--- src/rtl/lzss_bitpack.sv ---
// lzss_bitpack: packs 9-bit literal and 11-bit match codes MSB-first into
// 32-bit words, with a zero-padded flush word once the encoder finishes.
module lzss_bitpack (
    input  logic        clk,
    input  logic        reset,
    input  logic [10:0] cw_in,
    input  logic        cw_valid,
    input  logic        enc_finish,
    output logic [31:0] out_word,
    output logic        out_valid,
    input  logic        out_ready,
    output logic [15:0] total_bits,
    output logic [11:0] word_cnt,
    output logic        overflow,
    output logic        done
);

    typedef enum logic [1:0] {S_RUN, S_FLUSH, S_DONE} state_t;

    state_t      state, state_nx;
    logic [63:0] acc, acc_nx, acc_sh, code_al;
    logic [6:0]  fill, fill_nx, eff;
    logic [7:0]  room;
    logic [3:0]  len;
    logic [31:0] pad_mask;
    logic [31:0] out_word_nx;
    logic        out_valid_nx;
    logic [15:0] total_bits_nx;
    logic [11:0] word_cnt_nx;
    logic        overflow_nx;
    logic        out_free, accept, emit, pad_emit, append, fits;

    // State register
    always_ff @(posedge clk) begin
        if (reset) state <= S_RUN;
        else       state <= state_nx;
    end

    // Next-state logic: flush begins on finish, ends once nothing is left or pending
    always_comb begin
        state_nx = state;
        case (state)
            S_RUN:   if (enc_finish) state_nx = S_FLUSH;
            S_FLUSH: if (fill == 7'd0 && !out_valid) state_nx = S_DONE;
            default: state_nx = S_DONE;
        endcase
    end

    // Datapath next values: emit (full or padded) and append resolved in one cycle
    always_comb begin
        out_free = !out_valid | out_ready;
        accept   = out_valid & out_ready;
        emit     = (state == S_RUN || state == S_FLUSH) && fill >= 7'd32 && out_free;
        pad_emit = (state == S_FLUSH) && fill != 7'd0 && fill < 7'd32 && out_free;
        append   = (state == S_RUN) && cw_valid;

        len      = cw_in[10] ? 4'd11 : 4'd9;
        code_al  = cw_in[10] ? {cw_in, 53'b0} : {cw_in[10:2], 55'b0};
        eff      = emit ? fill - 7'd32 : fill;
        acc_sh   = emit ? {acc[31:0], 32'b0} : acc;
        room     = {1'b0, eff} + {4'b0, len};
        fits     = room <= 8'd64;
        pad_mask = ~(32'hFFFF_FFFF >> fill[4:0]);

        acc_nx        = acc_sh;
        fill_nx       = eff;
        out_word_nx   = out_word;
        out_valid_nx  = out_valid & !accept;
        total_bits_nx = total_bits;
        word_cnt_nx   = word_cnt + {11'b0, accept};
        overflow_nx   = overflow;

        if (emit) begin
            out_word_nx  = acc[63:32];
            out_valid_nx = 1'b1;
        end else if (pad_emit) begin
            out_word_nx  = acc[63:32] & pad_mask;
            out_valid_nx = 1'b1;
            acc_nx       = '0;
            fill_nx      = '0;
        end

        if (append) begin
            if (fits) begin
                acc_nx        = acc_sh | (code_al >> eff);
                fill_nx       = room[6:0];
                total_bits_nx = total_bits + {12'b0, len};
            end else begin
                overflow_nx = 1'b1;
            end
        end

        done = (state == S_DONE);
    end

    // Datapath registers
    always_ff @(posedge clk) begin
        if (reset) begin
            acc        <= '0;
            fill       <= '0;
            out_word   <= '0;
            out_valid  <= 1'b0;
            total_bits <= '0;
            word_cnt   <= '0;
            overflow   <= 1'b0;
        end else begin
            acc        <= acc_nx;
            fill       <= fill_nx;
            out_word   <= out_word_nx;
            out_valid  <= out_valid_nx;
            total_bits <= total_bits_nx;
            word_cnt   <= word_cnt_nx;
            overflow   <= overflow_nx;
        end
    end

endmodule

--- config.mk ---
export PLATFORM = sky130hd
export DESIGN_NAME = lzss_bitpack
export DESIGN_NICKNAME = d
export VERILOG_FILES = /design/src/rtl/lzss_bitpack.sv
export SDC_FILE = /design/constraint.sdc
export NUM_CORES = 1
export LEC_CHECK = 0
export CAP_MARGIN = 20
export CORE_MARGIN = 1.5
export CORE_UTILIZATION = 50
export DETAILED_ROUTE_END_ITERATION = 10
export PLACE_DENSITY = 0.76
export SLEW_MARGIN = 20
export SYNTH_ARGS = -nofsm -noshare
export SYNTH_HDL_FRONTEND = slang
export SYNTH_SLANG_ARGS = --single-unit
--- constraint.sdc ---
create_clock -name clk -period 4.55 [get_ports clk]
set_input_delay 0.91 -clock clk [delete_from_list [all_inputs] [get_ports clk]]
set_output_delay 0.91 -clock clk [all_outputs]
set_load 0.05 [all_outputs]
==> results of run 1 <==
==> cells by family (layout without fill, tap and decap cells) <==
family,after synthesis,count (layout),synth area share (%)
AO/OA/AOI/OAI,299,299,27.5
multiplexers,30,30,4.84
adder cells (fa/ha/maj),8,8,1.57
buffers and inverters,103,145,5.62
AND/OR/NAND/NOR,341,341,22.3
XOR/XNOR,12,12,1.43
flip-flops,135,135,36.8
==> Yosys cell counts (all sizes together) (3+ instances only) <==
master     n  share of area (%)
ha         6                1.0
clkbuf    66                3.4
nand3     57                3.9
and2       7               0.60
a22o      23                2.7
or4       12                1.3
a311oi     3               0.36
nand3b     3               0.31
o21ai     37                2.5
a211oi     8               0.82
a21o       8               0.82
mux4       4                1.2
buf       22                1.5
dfxtp    135                 37
xnor2      7               0.84
nor2b     11               0.94
a31oi     24                2.0
a221oi    40                4.8
nor2      68                3.5
nor4       5               0.60
o211ai     9               0.92
nand2    101                5.2
or3       11               0.94
a22oi     17                1.7
nand2b     3               0.26
o31ai     13                1.3
a21oi     88                6.0
o22ai      5               0.43
a2111oi    3               0.36
xor2       5               0.60
and3      19                1.6
mux2       4               0.61
inv       13               0.66
mux2i     22                3.0
nor3      37                2.5
==> power breakdown <==
part | internal, uW | total, uW | switching [uW]
Clock | 902 | 1410 | 508
Sequential | 1460 | 1750 | 299
Combinational | 1140 | 3590 | 2450
==> metal layers <==
| metal | global-route usage (%) | part of all wire, % | vias to the layer above |
|---|---|---|---|
| met5 | 0 | 0 | - |
| met4 | 10.6 | 2.6 | 0 |
| met3 | 6.09 | 11 | 53 |
| met2 | 42.0 | 43 | 430 |
| met1 | 43.1 | 44 | 3513 |
| li1 | - | - | 3535 |
==> final timing paths <==
kind / slack (ps) / cells past startpoint / end
worst min register to register: 450 / 2 / out_word[21]$_SDFFE_PP0P_
worst max register to register: 790 / 10 / fill[2]$_SDFF_PP0_
worst min-delay path: 450 / 2 / out_word[21]$_SDFFE_PP0P_
worst max-delay path: 420 / 11 / fill[2]$_SDFF_PP0_
==> layout by cell type (no fill, tap or decap), types with 8 or more instances in the layout <==
| cell type | count |
|---|---|
| clkbuf_16 | 17 |
| o211ai_1 | 9 |
| dfxtp_1 | 135 |
| a22oi_1 | 17 |
| nor2_1 | 67 |
| a21oi_1 | 86 |
| o31ai_1 | 13 |
| nand3_1 | 57 |
| and3_1 | 19 |
| or3_1 | 11 |
| clkdlybuf4s50_1 | 77 |
| inv_1 | 12 |
| o21ai_0 | 37 |
| nor2b_1 | 11 |
| buf_4 | 19 |
| a22o_1 | 23 |
| or4_1 | 11 |
| a221oi_1 | 40 |
| a211oi_1 | 8 |
| nor3_1 | 37 |
| a31oi_1 | 24 |
| nand2_1 | 101 |
| mux2i_1 | 22 |
==> metrics by stage <==
| step | cells | hold WS (ps) | setup slack, ps | utilization [%] |
|---|---|---|---|---|
| 2_1_floorplan | 928 | 443 | 800 | - |
| 3_3_place_gp | 1122 | 438 | 247 | 56.8 |
| 3_5_place_dp | 1122 | 442 | 138 | 56.8 |
| 4_1_cts | 1153 | 450 | 486 | 61.0 |
| 5_1_grt | 1154 | 461 | 166 | 61.1 |
| 6_report | 1154 | 446 | 424 | 61.1 |
==> registers in the layout (all words and copies together) (netlist names) <==
name        cells
out_word       32
fill            7
overflow        1
out_valid       1
total_bits     16
acc            64
word_cnt       12
state           2
==> worst reg2reg max path: cells and delay by family, from the launching register on <==
family / cells / cell delay [ps]
simple gates: 4 / 1040
compound gates: 3 / 1110
fa+ha+maj: 1 / 520
flops: 1 / 430
buf+inv: 2 / 580
==> area by class of cell <==
| class | count | area (sq um) | share of cell area, % |
|---|---|---|---|
| Clock inverter | 7 | 119 | 1.35 |
| Sequential cell | 135 | 2700 | 30.7 |
| Clock buffer | 24 | 482 | 5.47 |
| Inverter | 15 | 56.3 | 0.639 |
| Multi-Input combinational cell | 690 | 4250 | 48.2 |
| Timing Repair Buffer | 99 | 973 | 11.0 |
| Tap cell | 184 | 230 | 2.61 |
==> flow_summary.ini, run 1 <==
[die]
fp.coreArea_sq_um = 14400
dieArea_sq_um = 15400
rows = 44
die_w_um = 124
die_y_um = 124
ios = 79
initial_utilization_pct = 50.9

[power]
p_total_uw = 6750
ir_worst_vdd_mv = 0.508
p_per_area_nw_per_um2 = 766
p_leak_uw = 0.00303

[clock_network]
clk_pin_slew_ps = 50
htreeDepth = 4
tritoncts = done
clk_latency_ps = 430
holdBufCountCts = 0
postCtsSetupBuffers = 0
cts_buffer_depth = 2
cts-buffers-inserted = 17
clockRootBuffer = clkbuf_16
cts.sinks = 135
cts_resized = 0

[final_layout]
n_antenna_cell = 0
fillerInstances = 1282
drive_gt1_share_pct = 7.11
fin_nets = 982
syn_to_final_growth_pct = 20.0
final_cell_area_sq_um = 8810

[sta]
finalSetupViolCount = 0
worst_pin_slew_ps = 1050
hold_viol_final = 0
finalSetupTns_ps = 0
fmax_mhz = 242
drv_slew = 0
max_slew_margin_pct = 29.7
min_period_ps = 4130
fin_worst_skew_ps = 9.01
period_share_pct = 90.7
rsz0062_at_grt = false

[detailed_routing]
dr.pass1.iters = 6
vias_per_cell = 6.53
num_vias = 7531
ant_nets = 0
drt_iter0_markers = 1002
drcViolationCount = 0
avgRoutedWirePerCell_um = 19.3
wirelength_um = 22300

[hold_path]
hold_class = reg2reg
hold_start = out_word[21]$_SDFFE_PP0P_

[place]
dp_hpwl_um = 14500
placed_area_sq_um = 8190
port_buffers = 78
gp_congestion = 0.931

[logic_synthesis]
synthArstFlopShare_pct = 0
synth_edf_count = 0
yosysUniqueCellTypes = 63
yosysWarningCount = 0
synth_area_sq_um = 7340
synth_flop_cell = dfxtp_1
synth-seq-cells = 135
seq_area_frac_synth_pct = 36.8
synthCells = 928
synth_nets = 952
syn_area_per_cell_sq_um = 7.91

[setup_path]
crit_family = compound AO/OA/AOI/OAI gates
startpoint_type = input port
slowest_delay_ps = 520
cp_slowest_cell = a311oi_1
cp-end-kind = flip-flop
cp.arrival_ps = 4470
crit_path_start = cw_in[10]
cp_num_buf_inv = 3
worst-path-max-fanout = 19
r2r_start = fill[1]$_SDFF_PP0_
critPathRequiredTime_ps = 4890
crit_chain = clkdlybuf4s50_1 -> inv_1 -> fa_1 -> nor2b_1 -> nor2_1 -> a311oi_1 -> nand3_1 -> a21o_1 -> buf_4 -> or3_1 -> a31oi_1
critPathKind = in2reg

[global_route]
grt_max_degree = 97
gr-total-overflow = 0
antenna_found_initial = 0
grt_pass1_vias = 6508
track_usage_pct = 29.3
grt_pass1_wl_um = 34900

[job]
max-cap-violations = 0

[status]
status = finished clean
No activity file was read; power rests on OpenSTA's default activity.
==> inputs of run 2 (changes only) <==
--- a/config.mk
+++ b/config.mk
@@ -9,7 +9,7 @@
 export CORE_MARGIN = 1.5
 export CORE_UTILIZATION = 50
 export DETAILED_ROUTE_END_ITERATION = 10
-export PLACE_DENSITY = 0.76
+export PLACE_DENSITY = 0.79
 export SLEW_MARGIN = 20
 export SYNTH_ARGS = -nofsm -noshare
 export SYNTH_HDL_FRONTEND = slang
==> constraint.sdc (replaced) <==
create_clock -name clk -period 3.54 [get_ports clk]
set_input_delay 0.708 -clock clk [delete_from_list [all_inputs] [get_ports clk]]
set_output_delay 0.708 -clock clk [all_outputs]
set_load 0.05 [all_outputs]
==> flow_summary.ini, run 2 (synthesized netlist as in run 1, its figures left out) <==
[power]
p_leak_uw = 0.00317
p_total_uw = 8940
p_per_area_nw_per_um2 = 989
ir_worst_vdd_mv = 0.603

[setup_path]
critPathKind = in2reg
crit_path_start = cw_in[10]
crit_chain = clkdlybuf4s50_1 -> inv_1 -> fa_1 -> nor2b_1 -> buf_4 -> o2111ai_1 -> a21o_1 -> a31o_1 -> buf_4 -> a21oi_4 -> buf_4 -> nand2_1 -> a31oi_1
slowest_delay_ps = 490
reg2reg_slack_ps = 230
startpoint_type = input port
r2r_end = acc[47]$_SDFF_PP0_
critPathRequiredTime_ps = 3870
r2r_start = fill[0]$_SDFF_PP0_
cp-end-kind = flip-flop
worst-path-max-fanout = 12
crit_path_frequent_cell = buf_4
cp-endpoint = acc[47]$_SDFF_PP0_
cp.arrival_ps = 3690
worst_r2r_path_depth = 12
cp_slowest_cell = clkdlybuf4s50_1

[final_layout]
largestRegisters = acc x64, out_word x32, total_bits x16
drive_gt1_share_pct = 10.1
fin_nets = 1008
mostFrequentLayoutCells = dfxtp_1 (135), nand2_1 (101), a21oi_1 (86), clkdlybuf4s50_1 (77), nor2_1 (67)
n_antenna_cell = 0
layout_commonest_cell = dfxtp_1
largest-register = acc
final_core_util_pct = 62.7
largest_reg_flops = 64
syn_to_final_growth_pct = 23.2

[sta]
finalSetupTns_ps = 0
min_period_ps = 3360
drv_slew = 0
max_slew_margin_pct = 35.9
fin_worst_skew_ps = 9.54
hold_slack_ps = 448
finalSetupViolCount = 0
fmax_mhz = 298
fin_ws_ps = 184
rsz0062_at_grt = false
worst_pin_slew_ps = 952
period_share_pct = 94.8
hold_viol_final = 0

[global_route]
grt_pass1_vias = 6977
antenna_found_initial = 0
grt_max_degree = 78
track_usage_pct = 29.8
gr-total-overflow = 0
grt_pass1_wl_um = 36200

[detailed_routing]
avgRoutedWirePerCell_um = 19.4
vias_per_cell = 6.59
ant_nets = 0
drcViolationCount = 0
m1WireLength_um = 9500
dr.pass1.iters = 6
top_layer = met4
routed-wl-met3_um = 2620
wirelength_um = 22900
num_vias = 7778
wl_met2_um = 10100
drt_iter0_markers = 1176

[die]
die_w_um = 124
dieArea_sq_um = 15400
ios = 79
rows = 44
die_y_um = 124
fp.coreArea_sq_um = 14400
initial_utilization_pct = 50.9

[status]
status = finished clean

[clock_network]
htreeDepth = 4
clockRootBuffer = clkbuf_16
cts_buffer_depth = 2
postCtsSetupBuffers = 0
holdBufCountCts = 0
cts-buffers-inserted = 17
cts.sinks = 135
tritoncts = done
clk_pin_slew_ps = 60
clk_latency_ps = 420

[place]
dp_slack_ps = -177
gp_congestion = 0.921
port_buffers = 78
dp_hpwl_um = 15000

[hold_path]
hold_class = reg2reg

[job]
max-cap-violations = 0
==> run 2: cell count changes in the layout (fill, tap and decap cells not counted), sizes merged <==
| cell | change |
|---|---|
| a21oi | +1 |
| buf | +25 |
| clkinvlp | +1 |
| clkinv | +4 |
| inv | +1 |
| clkbuf | -5 |
==> run 2: critical path, delay by kind of cell <==
family	cells	cell delay (ps)
buf+inv	5	1150
compound gates	5	1130
fa+ha+maj	1	430
simple gates	2	250
==> run 2: per-layer routing <==
layer / GRT usage [%] / vias to the layer above
li1: - / 3571
met4: 10.2 / 0
met3: 7.33 / 89
met1: 41.8 / 3609
met2: 44.4 / 509
met5: 0 / -
==> run 2: timing repair <==
action | 4_1_cts | 5_1_grt
resized for setup | 0 | 2
hold endpoints to repair | 0 | 0
setup endpoints to repair | 0 | 9
==> run 2: area by class of cell <==
cell class	instances	area (sq um)
well taps	184	230
clock buffers	19	443
clock inverters	13	174
repair buffers	124	1170
flip-flops and latches	135	2700
multi-input cells	691	4270
inverters	15	56.3
fillers	1225	5380
==> run 2: per-stage QoR <==
stage | std cells | instance area [sq um]
floorplan | 928 | 7340
global placement | 1148 | 8410
detailed placement | 1148 | 8410
CTS | 1180 | 9030
global route | 1181 | 9050
finish | 1181 | 9050
==> run 2: power breakdown <==
part	leakage (uW)	total, uW	internal [uW]	switching (uW)
sequential	0.00110	2220	1870	349
combinational	0.00178	4890	1610	3280
clock	0.000290	1840	1130	703
==> run 2: worst min path at each step <==
| stage | endpoint | cells after the start | slack, ps | from |
|---|---|---|---|---|
| floorplan | out_word[27]$_SDFFE_PP0P_ | 2 | 440 | acc[59]$_SDFF_PP0_ |
| global placement | out_word[20]$_SDFFE_PP0P_ | 2 | 440 | out_word[20]$_SDFFE_PP0P_ |
| detailed placement | out_word[16]$_SDFFE_PP0P_ | 2 | 440 | out_word[16]$_SDFFE_PP0P_ |
| CTS | out_word[16]$_SDFFE_PP0P_ | 2 | 450 | out_word[16]$_SDFFE_PP0P_ |
| global route | out_word[23]$_SDFFE_PP0P_ | 2 | 470 | out_word[23]$_SDFFE_PP0P_ |
| finish | out_word[16]$_SDFFE_PP0P_ | 2 | 450 | out_word[16]$_SDFFE_PP0P_ |
